<file path="config.mk">
export PLATFORM = sky130hd
export DESIGN_NAME = ram_arbiter_flat
export DESIGN_NICKNAME = d
export VERILOG_FILES = /design/src/rtl/ram_arbiter_pkg.sv /design/src/rtl/ram_arbiter_if.sv /design/src/rtl/ram_rr_pick.sv /design/src/rtl/ram_arbiter.sv /design/src/flat_wrapper.sv
export SDC_FILE = /design/constraint.sdc
export NUM_CORES = 1
export LEC_CHECK = 0
export ABC_AREA = 1
export ABC_CLOCK_PERIOD_IN_PS = 3170
export CAP_MARGIN = 0
export CORE_ASPECT_RATIO = 1.5
export CORE_MARGIN = 3
export CORE_UTILIZATION = 38
export DETAILED_ROUTE_END_ITERATION = 16
export GPL_TIMING_DRIVEN = 0
export PLACE_DENSITY = 0.89
export SLEW_MARGIN = 20
export SYNTH_ARGS = -nofsm -noshare
export SYNTH_HDL_FRONTEND = slang
export SYNTH_HIERARCHICAL = 1
export SYNTH_SLANG_ARGS = --single-unit
</file>
<file path="constraint.sdc">
create_clock -name clk -period 3.17 [get_ports clk]
set_clock_uncertainty 0.05 [all_clocks]
set_input_delay 0.634 -clock clk [delete_from_list [all_inputs] [get_ports clk]]
set_output_delay 0.634 -clock clk [all_outputs]
set_load 0.005 [all_outputs]
</file>
<file path="src/rtl/ram_arbiter_pkg.sv">
// ram_arbiter_pkg: shared widths and slot-owner state encoding for the PSRAM arbiter
package ram_arbiter_pkg;
   localparam int ADDR_W = 23;
   localparam int DATA_W = 16;
   typedef enum logic [1:0] {SYNC, PARK, CLI, CFG} state_t;
endpackage

</file>
<file path="src/rtl/ram_arbiter_if.sv">
// ram_arbiter_if: client, config and ram_ctrl-side signals of the PSRAM arbiter
interface ram_arbiter_if #(parameter int NUM_REQ = 4);
   import ram_arbiter_pkg::*;
   logic [NUM_REQ-1:0]        cli_req;
   logic [NUM_REQ-1:0]        cli_we;
   logic [NUM_REQ*ADDR_W-1:0] cli_addr;
   logic [NUM_REQ*DATA_W-1:0] cli_wdata;
   logic [NUM_REQ-1:0]        cli_done;
   logic [DATA_W-1:0]         cli_rdata;
   logic                      cfg_req;
   logic [ADDR_W-1:0]         cfg_opcode;
   logic                      cfg_ack;
   logic                      mem_we;
   logic [31:0]               mem_addr;
   logic [DATA_W-1:0]         mem_wdata;
   logic [DATA_W-1:0]         mem_rdata;
   logic                      rdy;
   logic [ADDR_W-1:0]         op_code;
   logic                      reload;
   logic                      err_timeout;
   modport slave (
      input  cli_req, cli_we, cli_addr, cli_wdata, cfg_req, cfg_opcode, mem_rdata, rdy,
      output cli_done, cli_rdata, cfg_ack, mem_we, mem_addr, mem_wdata, op_code, reload, err_timeout
   );
   modport master (
      output cli_req, cli_we, cli_addr, cli_wdata, cfg_req, cfg_opcode, mem_rdata, rdy,
      input  cli_done, cli_rdata, cfg_ack, mem_we, mem_addr, mem_wdata, op_code, reload, err_timeout
   );
endinterface

</file>
<file path="src/rtl/ram_rr_pick.sv">
// ram_rr_pick: combinational round-robin search for the first eligible requester after ptr
module ram_rr_pick #(
   parameter int N  = 4,
   parameter int IW = $clog2(N)
) (
   input  logic [N-1:0]  req,
   input  logic [N-1:0]  mask,
   input  logic [IW-1:0] ptr,
   output logic          valid,
   output logic [IW-1:0] idx
);
   logic [2*N-1:0] dbl;
   logic [N-1:0]   rot;
   // rot[0] is the requester right after ptr, so the lowest set bit wins
   always_comb begin
      dbl   = {req & ~mask, req & ~mask};
      rot   = N'(dbl >> (int'(ptr) + 1));
      valid = 1'b0;
      idx   = '0;
      for (int i = N - 1; i >= 0; i--) begin
         if (rot[i]) begin
            valid = 1'b1;
            idx   = IW'((int'(ptr) + 1 + i) % N);
         end
      end
   end
endmodule

</file>
<file path="src/rtl/ram_arbiter.sv">
// ram_arbiter: shares the free-running ram_ctrl slot stream between clients and a config port,
// switching mem_*/reload only right after each rdy pulse
module ram_arbiter
   import ram_arbiter_pkg::*;
#(
   parameter int                NUM_REQ   = 4,
   parameter logic [ADDR_W-1:0] PARK_ADDR = 23'h0,
   parameter int                TIMEOUT   = 255
) (
   input  logic          clk,
   input  logic          sys_rst,
   ram_arbiter_if.slave  bus
);
   localparam int IW = $clog2(NUM_REQ);
   state_t             state, state_n;
   logic [IW-1:0]      rr_ptr, k_q, pick_idx;
   logic [NUM_REQ-1:0] done_mask;
   logic               pick_v, cfg_ok;
   logic [7:0]         wd_cnt;
   ram_rr_pick #(.N(NUM_REQ)) u_pick (
      .req   (bus.cli_req),
      .mask  (done_mask),
      .ptr   (rr_ptr),
      .valid (pick_v),
      .idx   (pick_idx)
   );
   // the finishing client/config port is kept out of the decision made in its own completion cycle
   always_comb begin
      done_mask = (state == CLI) ? NUM_REQ'(1) << k_q : '0;
      cfg_ok    = bus.cfg_req && state != CFG;
      state_n   = !bus.rdy ? state : cfg_ok ? CFG : pick_v ? CLI : PARK;
   end
   always_ff @(posedge clk) begin
      if (sys_rst) begin
         state           <= SYNC;
         rr_ptr          <= IW'(NUM_REQ - 1);
         k_q             <= '0;
         wd_cnt          <= '0;
         bus.mem_we      <= 1'b0;
         bus.mem_addr    <= {9'b0, PARK_ADDR};
         bus.mem_wdata   <= '0;
         bus.op_code     <= '0;
         bus.reload      <= 1'b0;
         bus.cli_done    <= '0;
         bus.cli_rdata   <= '0;
         bus.cfg_ack     <= 1'b0;
         bus.err_timeout <= 1'b0;
      end else begin
         state        <= state_n;
         bus.reload   <= 1'b0;
         bus.cli_done <= '0;
         bus.cfg_ack  <= 1'b0;
         wd_cnt       <= bus.rdy ? '0 : (wd_cnt == 8'(TIMEOUT)) ? wd_cnt : wd_cnt + 8'd1;
         if (wd_cnt == 8'(TIMEOUT)) bus.err_timeout <= 1'b1;
         if (bus.rdy) begin
            bus.cli_done <= done_mask;
            bus.cfg_ack  <= state == CFG;
            if (state == CLI) bus.cli_rdata <= bus.mem_rdata;
            if (state_n == CFG) begin
               bus.op_code <= bus.cfg_opcode;
               bus.reload  <= 1'b1;
               bus.mem_we  <= 1'b0;
            end else if (state_n == CLI) begin
               k_q           <= pick_idx;
               rr_ptr        <= pick_idx;
               bus.mem_we    <= bus.cli_we[pick_idx];
               bus.mem_addr  <= {9'b0, bus.cli_addr[ADDR_W*pick_idx +: ADDR_W]};
               bus.mem_wdata <= bus.cli_wdata[DATA_W*pick_idx +: DATA_W];
            end else begin
               bus.mem_we   <= 1'b0;
               bus.mem_addr <= {9'b0, PARK_ADDR};
            end
         end
      end
   end
endmodule

</file>
<file path="src/flat_wrapper.sv">
// flat-port wrapper written by rule: the top's interface ports become plain ports
module ram_arbiter_flat import ram_arbiter_pkg::*;
#(
   parameter int                NUM_REQ   = 4,
   parameter logic [ADDR_W-1:0] PARK_ADDR = 23'h0,
   parameter int                TIMEOUT   = 255
)
  (clk, sys_rst, bus_cli_req, bus_cli_we, bus_cli_addr, bus_cli_wdata, bus_cfg_req, bus_cfg_opcode, bus_mem_rdata, bus_rdy, bus_cli_done, bus_cli_rdata, bus_cfg_ack, bus_mem_we, bus_mem_addr, bus_mem_wdata, bus_op_code, bus_reload, bus_err_timeout);
  ram_arbiter_if #(.NUM_REQ(NUM_REQ)) bus_i ();
  input  logic clk;
  input  logic sys_rst;
  input wire logic [$bits(bus_i.cli_req)-1:0] bus_cli_req;
  input wire logic [$bits(bus_i.cli_we)-1:0] bus_cli_we;
  input wire logic [$bits(bus_i.cli_addr)-1:0] bus_cli_addr;
  input wire logic [$bits(bus_i.cli_wdata)-1:0] bus_cli_wdata;
  input wire logic [$bits(bus_i.cfg_req)-1:0] bus_cfg_req;
  input wire logic [$bits(bus_i.cfg_opcode)-1:0] bus_cfg_opcode;
  input wire logic [$bits(bus_i.mem_rdata)-1:0] bus_mem_rdata;
  input wire logic [$bits(bus_i.rdy)-1:0] bus_rdy;
  output wire logic [$bits(bus_i.cli_done)-1:0] bus_cli_done;
  output wire logic [$bits(bus_i.cli_rdata)-1:0] bus_cli_rdata;
  output wire logic [$bits(bus_i.cfg_ack)-1:0] bus_cfg_ack;
  output wire logic [$bits(bus_i.mem_we)-1:0] bus_mem_we;
  output wire logic [$bits(bus_i.mem_addr)-1:0] bus_mem_addr;
  output wire logic [$bits(bus_i.mem_wdata)-1:0] bus_mem_wdata;
  output wire logic [$bits(bus_i.op_code)-1:0] bus_op_code;
  output wire logic [$bits(bus_i.reload)-1:0] bus_reload;
  output wire logic [$bits(bus_i.err_timeout)-1:0] bus_err_timeout;
  assign bus_i.cli_req = bus_cli_req;
  assign bus_i.cli_we = bus_cli_we;
  assign bus_i.cli_addr = bus_cli_addr;
  assign bus_i.cli_wdata = bus_cli_wdata;
  assign bus_i.cfg_req = bus_cfg_req;
  assign bus_i.cfg_opcode = bus_cfg_opcode;
  assign bus_i.mem_rdata = bus_mem_rdata;
  assign bus_i.rdy = bus_rdy;
  assign bus_cli_done = bus_i.cli_done;
  assign bus_cli_rdata = bus_i.cli_rdata;
  assign bus_cfg_ack = bus_i.cfg_ack;
  assign bus_mem_we = bus_i.mem_we;
  assign bus_mem_addr = bus_i.mem_addr;
  assign bus_mem_wdata = bus_i.mem_wdata;
  assign bus_op_code = bus_i.op_code;
  assign bus_reload = bus_i.reload;
  assign bus_err_timeout = bus_i.err_timeout;
  ram_arbiter #(.NUM_REQ(NUM_REQ), .PARK_ADDR(PARK_ADDR), .TIMEOUT(TIMEOUT)) u_core (.clk(clk), .sys_rst(sys_rst), .bus(bus_i));
endmodule
</file>
==> Yosys cells after proc, flatten, opt, wreduce, memory -nomap -nowiden <==
Cells that the tools add are included.
{ "word_totals": {"register_bits": 109, "input_bits": 207, "wordCells": 59} }
{ "classes": {"add_sub_neg": 5, "mul": 1, "order_cmp": 1, "eq_ne": 6, "shift": 4, "n_mux": 18, "bitwise_logic": 4, "reduce_logical": 7} }
{ "ops": {"columns": ["cell", "count"], "rows": [
  ["$shiftx A92 B8 Y23", 1],
  ["$shiftx A64 B7 Y16", 1],
  ["$mux W23", 1],
  ["$mux W2", 7],
  ["$add A8 B1 Y8 const B", 1],
  ["$eq A2 B2 Y1 const B", 4],
  ["$eq A8 B8 Y1 const B", 1],
  ["$mux W1", 8],
  ["$shr A8 B3 Y4", 1],
  ["$mul A5 B2 Y7 const A", 1],
  ["$reduce_and A2 Y1", 3],
  ["$add A2 B2 Y2 const B", 2],
  ["$and A4 B4 Y4", 1],
  ["$mux W4", 1],
  ["$not A4 Y4", 1],
  ["$reduce_or A2 Y1", 2],
  ["$shl A1 B2 Y4 const A", 1],
  ["$add A2 B1 Y3 const B", 1],
  ["$lt A2 B3 Y1 const B", 1],
  ["$reduce_and A3 Y1", 1],
  ["$add A2 B1 Y2 const B", 1],
  ["$bmux W1 S2", 1],
  ["$ne A2 B2 Y1 const B", 1],
  ["$not A1 Y1", 2],
  ["$logic_and A1 B1 Y1", 1]
]} }

==> Longest topological paths before layout <==
Gate-level depths: netlist of run 1.
{ "depth": {"ltp_word": 15, "depth_mapped": 21} }

==> Cells and area by module <==
Netlist of run 1, hierarchy kept.
{ "by_module_without_submodules": {"columns": ["module", "n_inst", "cells_per_inst", "area_per_inst_um2"], "rows": [
  ["ram_arbiter", 1, 689, 4893.4],
  ["ram_rr_pick", 1, 49, 264.0]
]} }

==> Least setup slack after synthesis of run 1 <==
No wires, ideal clock.
{ "synth_timing": {"path_kind": "register to register", "start": "register u_core.state[1]", "end": "register u_core.bus.mem_addr[10]", "setup_time_ps": 71, "t_arrival_ps": 2338, "t_required_ps": 3049, "path_slack_ps": 711, "stages_incl_launch_ff": 21, "path_buffers": 2, "cell_sequence": "dfxtp_1 inv_1 nor2_2 inv_1 nor3_1 clkinv_1 nand3_1 nand3_2 nand2_2 inv_1 nand2_1 nand2_1 nand2_1 nand2_1 buf_2 inv_2 buf_2 nor2_1 o22ai_1 nand2_1 a21oi_2"} }
{ "synth_lines": {"columns": ["item", "line_no", "source"], "rows": [
  ["from (decl)", "ram_arbiter.sv:15", "state_t state, state_n;"],
  ["from (signal assigned)", "ram_arbiter.sv:49", "state <= state_n;"],
  ["$eq A2 B2 Y1 (*)", "ram_arbiter.sv:29", "done_mask = (state == CLI) ? NUM_REQ'(1) << k_q : '0;"],
  ["$mux W4 (*)", "ram_arbiter.sv:29", null],
  ["net u_core.done_mask[2]", "ram_arbiter.sv:17", "logic [NUM_REQ-1:0] done_mask;"],
  ["$not A4 Y4 (*)", "ram_rr_pick.sv:16", "dbl = {req & ~mask, req & ~mask};"],
  ["$and A4 B4 Y4 (*)", "ram_rr_pick.sv:16", null],
  ["$shr A8 B3 Y4 (*)", "ram_rr_pick.sv:17", "rot = N'(dbl >> (int'(ptr) + 1));"],
  ["$mux W2 (3 in series)", "ram_rr_pick.sv:21", "if (rot[i]) begin"],
  ["$mux W2 (*)", "ram_rr_pick.sv:21", null],
  ["net u_core.pick_idx[0]", "ram_arbiter.sv:16", "logic [IW-1:0] rr_ptr, k_q, pick_idx;"],
  ["$mul A5 B2 Y7 (*)", "ram_arbiter.sv:67", "bus.mem_addr <= {9'b0, bus.cli_addr[ADDR_W*pick_idx +: ADDR_W]};"],
  ["$shiftx A92 B8 Y23 (*)", "ram_arbiter.sv:67", null],
  ["$mux W23 (*)", "ram_arbiter.sv:63", "end else if (state_n == CLI) begin"],
  ["to (signal assigned)", "ram_arbiter.sv:40", "bus.mem_addr <= {9'b0, PARK_ADDR};"],
  ["to (signal assigned)", "ram_arbiter.sv:67", null],
  ["to (signal assigned)", "ram_arbiter.sv:71", "bus.mem_addr <= {9'b0, PARK_ADDR};"],
  ["to (decl)", "ram_arbiter_if.sv:23", "output cli_done, cli_rdata, cfg_ack, mem_we, mem_addr, mem_wdata, op_code, reload, err_timeout"]
]} }
The timed path passes the listed nets; every way through them passes the cells marked *.
A chain may end at the register's enable or synchronous reset.

==> Worst setup path in the final report of run 1 <==
{ "layout_timing": {"start": "register u_core.state[1]", "end": "register u_core.bus.mem_addr[21]"} }
The elaborated chain is that of the path after synthesis.

==> results of run 1 <==
-- repair_timing --
item / CTS / global route
gates resized for setup: 1 / 12
setup endpoints to repair: 6 / 39
buffers inserted: 0 / 1
pin swaps: 0 / 1
-- synthesized netlist by cell type (all sizes together) --
| library cell | n | area (µm²) |
|---|---|---|
| clkbuf | 19 | 75.1 |
| clkinv | 2 | 7.51 |
| nor3 | 6 | 41.3 |
| nand3 | 37 | 205 |
| nor2 | 136 | 518 |
| nand2 | 104 | 463 |
| inv | 47 | 176 |
| o22ai | 24 | 150 |
| buf | 41 | 253 |
| conb | 1 | 3.75 |
| o211ai | 1 | 7.51 |
| dfxtp | 100 | 2000 |
| bufinv | 1 | 17.5 |
| o21ai | 121 | 606 |
| ha | 1 | 12.5 |
| xnor2 | 5 | 43.8 |
| nor4 | 4 | 25.0 |
| a31oi | 16 | 100 |
| a21oi | 72 | 450 |
-- worst paths after layout --
| kind | start | endpoint | slack [ns] | cells after the start |
|---|---|---|---|---|
| worst min-delay path | u_core/bus.op_code[20] | u_core/bus.op_code[20] | 0.40 | 2 |
| worst max register to register | u_core/state[1] | u_core/bus.mem_addr[21] | 0.29 | 19 |
| worst min register to register | u_core/bus.op_code[20] | u_core/bus.op_code[20] | 0.40 | 2 |
| worst max-delay path | u_core/state[1] | u_core/bus.mem_addr[21] | 0.29 | 19 |
-- layer usage --
layer,global-route usage,vias up
met3,0.0605,72
met4,0.141,0
met2,0.452,282
li1,-,3060
met5,0,-
met1,0.265,2745
-- through the flow --
step | total power, W | std cells | hold WS (ns)
3_3_place_gp | 0.00306 | 1197 | 0.382
6_report | 0.00421 | 1214 | 0.395
4_1_cts | 0.00420 | 1213 | 0.396
2_1_floorplan | 0.00232 | 746 | 0.390
5_1_grt | 0.00445 | 1214 | 0.417
3_5_place_dp | 0.00308 | 1197 | 0.387
-- sequential cells by signal, summed over array words and instances (netlist names) --
signal,flops
u_core/bus.mem_we,1
u_core/bus.reload,1
u_core/rr_ptr,2
u_core/bus.cli_rdata,16
u_core/bus.op_code,23
u_core/bus.err_timeout,1
u_core/bus.mem_addr,23
u_core/bus.cfg_ack,1
u_core/bus.mem_wdata,16
u_core/wd_cnt,8
u_core/k_q,2
u_core/state,2
u_core/bus.cli_done,4
-- worst reg2reg max path, stage by stage, from the launching register on --
cell,delay (ns)
dfxtp_1,0.37
inv_1,0.09
nor2_4,0.11
inv_1,0.12
nor3_1,0.17
clkinv_1,0.12
nand3_1,0.13
nand3_2,0.11
nand2_2,0.10
inv_1,0.04
nand2_1,0.08
nand2_1,0.05
nand2_1,0.05
nand2_1,0.04
buf_2,0.18
clkbuf_4,0.23
o21ai_0,0.39
o22ai_1,0.16
nand2_1,0.10
a21oi_2,0.05
-- area by class of cell --
class	instances	area (µm²)
clock inverter	6	71.3
buffer	60	337
fill	1110	4500
inverter	50	201
tap	159	199
clock buffer	10	229
multi-input combinational	536	2680
timing repair buffer	293	2930
sequential	100	2000
-- power by group through the flow --
stage / logic, W / clock network [W] / registers [W]
floorplan: 0.000871 / 0 / 0.00145
CTS: 0.00164 / 0.00114 / 0.00142
finish: 0.00168 / 0.00112 / 0.00142
global route: 0.00182 / 0.00120 / 0.00143
global placement: 0.00162 / 0 / 0.00144
detailed placement: 0.00163 / 0 / 0.00145
-- placed cells by master, fill, tap and decap left out, drive strengths merged --
cell type,n
clkdlybuf4s50,292
nor2,136
o21ai,121
nand2,104
dfxtp,100
a21oi,72
inv,49
buf,41
nand3,37
clkbuf,30
o22ai,24
a31oi,16
conb,9
nor3,6
xnor2,5
nor4,4
clkinv,3
clkinvlp,2
bufinv,2
o211ai,1
ha,1
-- kinds of logic (layout without fill, tap and decap cells) --
family,after synthesis,in the layout,share of synthesized area
other,1,9,0.000727
DFF,100,100,0.388
adders and majority gates,1,1,0.00243
buffers and inverters,110,419,0.103
xor gates and xnor gates,5,5,0.00849
and+or+nand+nor,287,287,0.243
AOI/OAI and AO/OA,234,234,0.255
==> reports/metrics.cfg, run 1 <==
[power_and_ir_drop]
seqPwrFrac=0.337
power_frac_comb=0.398
ir_worst_vdd_uv=292
power.leakage_nw=3.30
p_per_area_nw_per_um2=487
swShare=0.348
cellInternalPower_w=0.00275
power_frac_clock=0.265
switching_power_w=0.00147

[logic_synthesis]
avgSynthCellArea_um2=6.99
synthCells=738
ys_seq_elements=100
synth_seq_area_share=0.388
ys_types=30
ys.warnings.count=6
syn_area_um2=5160

[die]
fp.dieW_um=101
initial_core_util=0.392
ios=302
num_rows=51
die_y_um=149
die-area_um2=15000
core-area_um2=13100

[setup_path]
crit_required_ns=3.33
cp_num_buf_inv=6
path_delay_family=simple AND/OR/NAND/NOR gates
worstSetupPathType=flip-flop to flip-flop
critPathMaxFanout=10
critPathMostFrequentCell=nand2_1
crit_chain=inv_1 -> nor2_4 -> inv_1 -> nor3_1 -> clkinv_1 -> nand3_1 -> nand3_2 -> nand2_2 -> inv_1 -> nand2_1 -> nand2_1 -> nand2_1 -> nand2_1 -> buf_2 -> clkbuf_4 -> o21ai_0 -> o22ai_1 -> nand2_1 -> a21oi_2
cp_slowest_cell=o21ai_0
startpoint_type=flip-flop
worstPathArrival_ns=3.04
critPathMaxStageDelay_ns=0.39
cp-end-kind=flip-flop

[timing]
rsz0062_at_grt=false
finalSetupViolCount=0
clock.fmax_mhz=347
maxSlewHeadroom=0.527
drv_slew=0
fin_ws_ns=0.292
finalHoldViolations=0
fin_crit_sh=0.908
final.setup.tns_ns=0
layout_min_cycle_time_ns=2.88
tightest_slew_ns=0.710

[clock_network]
h-tree-depth=3
clock_latency_ns=0.35
clockBufferDepth=2
hold_buffers=0
cts_tree=built
root_buffer=clkbuf_16
numCtsBuffers=9
cts.sinks=100
path_clk_slew_ns=0.07

[outcome]
outcome=finished, final reports clean

[drt]
drtPass1Iterations=5
antenna_left=0
top_layer_used=met4
viasPerCell=5.07
drt_iter0_drc=295
met1_length_um=6880
dr_wl_met2_um=10300
drt_wl_total_um=19700
wire_per_inst_um=16.2
vias=6159
wl_met3_um=1490
drc=0

[final_layout]
drive_gt1_frac=0.122
syn2layout_area_growth_pct=67.6
antenna_cells=0
fin_util=0.658
nets=1258
finalInstanceArea_um2=8640

[placement]
port_buffers=292
place_ws_ns=-0.0955
place_congestion=0.925
hpwlAfterDp_um=15900
placed_area_um2=8310

[job]
cap_violations=0

[global_routing]
grt_usage=0.253
grt_pass1_wl_um=30000
grt_overflow=0
grt_max_degree=18
antenna_found_initial=0
grt_pass1_vias=6088

[worst_hold_path]
hp-class=flip-flop to flip-flop

No activity file was read; power rests on OpenSTA's default activity.
==> inputs of run 2 (changes only) <==
- CORE_MARGIN: 3 -> default
==> run 2 against run 1 <==
Flip-flop and latch count stayed put. Largest power group unchanged. Cell area is 0.36% higher. Combinational power barely moved. Via count is 0.73% higher.
==> reports/metrics.cfg, run 2 (synthesized netlist as in run 1, its figures left out) <==
[placement]
place_ws_ns=-0.0748  ; +0.0208 ns
hpwlAfterDp_um=15600  ; -2.0%
place_congestion=0.907  ; -1.9%
port_buffers=292  ; unchanged

[clock_network]
clockBufferDepth=2  ; unchanged
clock_latency_ns=0.34  ; about the same
path_clk_slew_ns=0.07  ; about the same
hold_buffers=0  ; unchanged
cts.sinks=100  ; unchanged
h-tree-depth=3  ; unchanged
root_buffer=clkbuf_16
numCtsBuffers=9  ; unchanged
cts_tree=built

[drt]
wire_per_inst_um=16.1  ; -0.76%
top_layer_used=met4
drt_wl_total_um=19600  ; -0.59%
drt_iter0_drc=241  ; -18%
drtPass1Iterations=5  ; unchanged
drc=0  ; unchanged
wl_met3_um=1340  ; -10%
antenna_left=0  ; unchanged
viasPerCell=5.10  ; +0.56%
dr_wl_met2_um=10400  ; +1.1%
vias=6204  ; +0.73%
met1_length_um=6950  ; +0.94%

[setup_path]
rr_startpoint=u_core/state[1]
cp-end-kind=flip-flop
worstPathArrival_ns=3.10  ; +0.06 ns
worstSetupPathType=flip-flop to flip-flop
r2r_end=u_core/bus.mem_addr[18]
critPathMaxFanout=10  ; unchanged
ff2ff_path_depth=20  ; +1
crit_start=u_core/state[1]
crit_required_ns=3.39  ; +0.06 ns
startpoint_type=flip-flop
regToRegSetupSlack_ns=0.29  ; about the same

[timing]
finalSetupViolCount=0  ; unchanged
rsz0062_at_grt=false
clock.fmax_mhz=347  ; about the same
final.setup.tns_ns=0  ; unchanged
finalHoldViolations=0  ; unchanged
drv_slew=0  ; unchanged
maxSlewHeadroom=0.525  ; -0.00205
tightest_slew_ns=0.713  ; +0.00307 ns
fin_crit_sh=0.908  ; about the same
fin_ws_ns=0.292  ; +0.0000570 ns
fin_hold_ws_ns=0.394  ; -0.00104 ns
layout_min_cycle_time_ns=2.88  ; -0.0000570 ns

[die]
die-area_um2=14100  ; -6.5%
ios=302  ; unchanged
num_rows=51  ; unchanged
die_y_um=145  ; -2.7%
initial_core_util=0.394  ; +0.00191
core-area_um2=13100  ; -0.49%
fp.dieW_um=97.1  ; -4.0%

[global_routing]
grt_overflow=0  ; unchanged
grt_max_degree=19  ; +1
grt_pass1_vias=6129  ; +0.67%
grt_usage=0.269  ; +0.0158
antenna_found_initial=0  ; unchanged
grt_pass1_wl_um=29500  ; -1.7%

[worst_hold_path]
hp-class=flip-flop to flip-flop
holdPathEnd=u_core/bus.op_code[16]
worstHoldPathCells=2  ; unchanged
min-delay-start=u_core/bus.op_code[16]

[power_and_ir_drop]
ir_worst_vdd_uv=283  ; -3.1%
p_per_area_nw_per_um2=489  ; +0.42%
power_w=0.00425  ; +0.78%
power.leakage_nw=3.33  ; +0.68%

[final_layout]
drive_gt1_frac=0.126  ; +0.00355
fillers=1087  ; -2.1%
final_common_cell=clkdlybuf4s50_1
final_cell_mix=clkdlybuf4s50_1 (292), nor2_1 (133), o21ai_0 (110), dfxtp_1 (100), nand2_1 (75)
multiInputGateArea_um2=2680  ; unchanged
fin_util=0.663  ; +0.00560
reg_top3=u_core/bus.mem_addr x23, u_core/bus.op_code x23
regArea_um2=2000  ; unchanged
syn2layout_area_growth_pct=68.2
antenna_cells=0  ; unchanged
nets=1260  ; +0.16%

[job]
cap_violations=0  ; unchanged

[outcome]
outcome=finished, final reports clean

-- run 2: critical path, cell delays in order, from the launching register on --
cell	delay [ns]
dfxtp_1	0.38
inv_1	0.09
nor2_4	0.20
inv_2	0.10
nor3_1	0.16
clkinv_1	0.12
nand3_1	0.14
nand3_2	0.11
nand2_2	0.10
inv_1	0.04
nand2_1	0.07
nand2_1	0.05
nand2_1	0.05
nand2_1	0.04
clkbuf_4	0.19
inv_2	0.15
clkbuf_2	0.23
o21ai_0	0.12
o22ai_1	0.19
nand2_1	0.10
a21oi_2	0.13
-- run 2: area by class of cell --
cell class / instances / share of cell area
plain buffers: 60 / 0.0397
clock buffers: 9 / 0.0260
clock inverters: 7 / 0.00966
inverters: 50 / 0.0232
multi-input cells: 536 / 0.308
flip-flops and latches: 100 / 0.231
well taps: 159 / 0.0229
repair buffers: 295 / 0.339
-- run 2: repair_timing --
item	4_1_cts	5_1_grt
buffers inserted	0	3
resized for setup	4	12
pin swaps	0	1
endpoints found under the setup margin	4	40
-- run 2: worst max-delay path by stage --
stage | end | cells past startpoint
3_3_place_gp | u_core/bus.mem_we | 17
2_1_floorplan | u_core/bus.mem_addr[10] | 20
4_1_cts | u_core/bus.mem_wdata[2] | 18
3_5_place_dp | u_core/bus.mem_we | 17
6_report | u_core/bus.mem_addr[18] | 20
5_1_grt | u_core/bus.mem_addr[19] | 20
-- run 2: stage by stage --
stage               cells  cell area, µm²
global route         1216            8680
detailed placement   1197            8310
global placement     1197            8310
CTS                  1213            8630
floorplan             746            5190
finish               1216            8680
-- run 2: metal layers --
metal,up-vias,global-route usage
li1,3072,-
met1,2782,0.264
met2,299,0.513
met3,51,0.0634
met4,0,0.156
met5,-,0
-- run 2: report_power, final --
| group | switching [W] | internal [W] |
|---|---|---|
| clock network | 0.000505 | 0.000626 |
| logic | 0.000918 | 0.000778 |
| registers | 0.0000637 | 0.00136 |
| total | 0.00149 | 0.00276 |
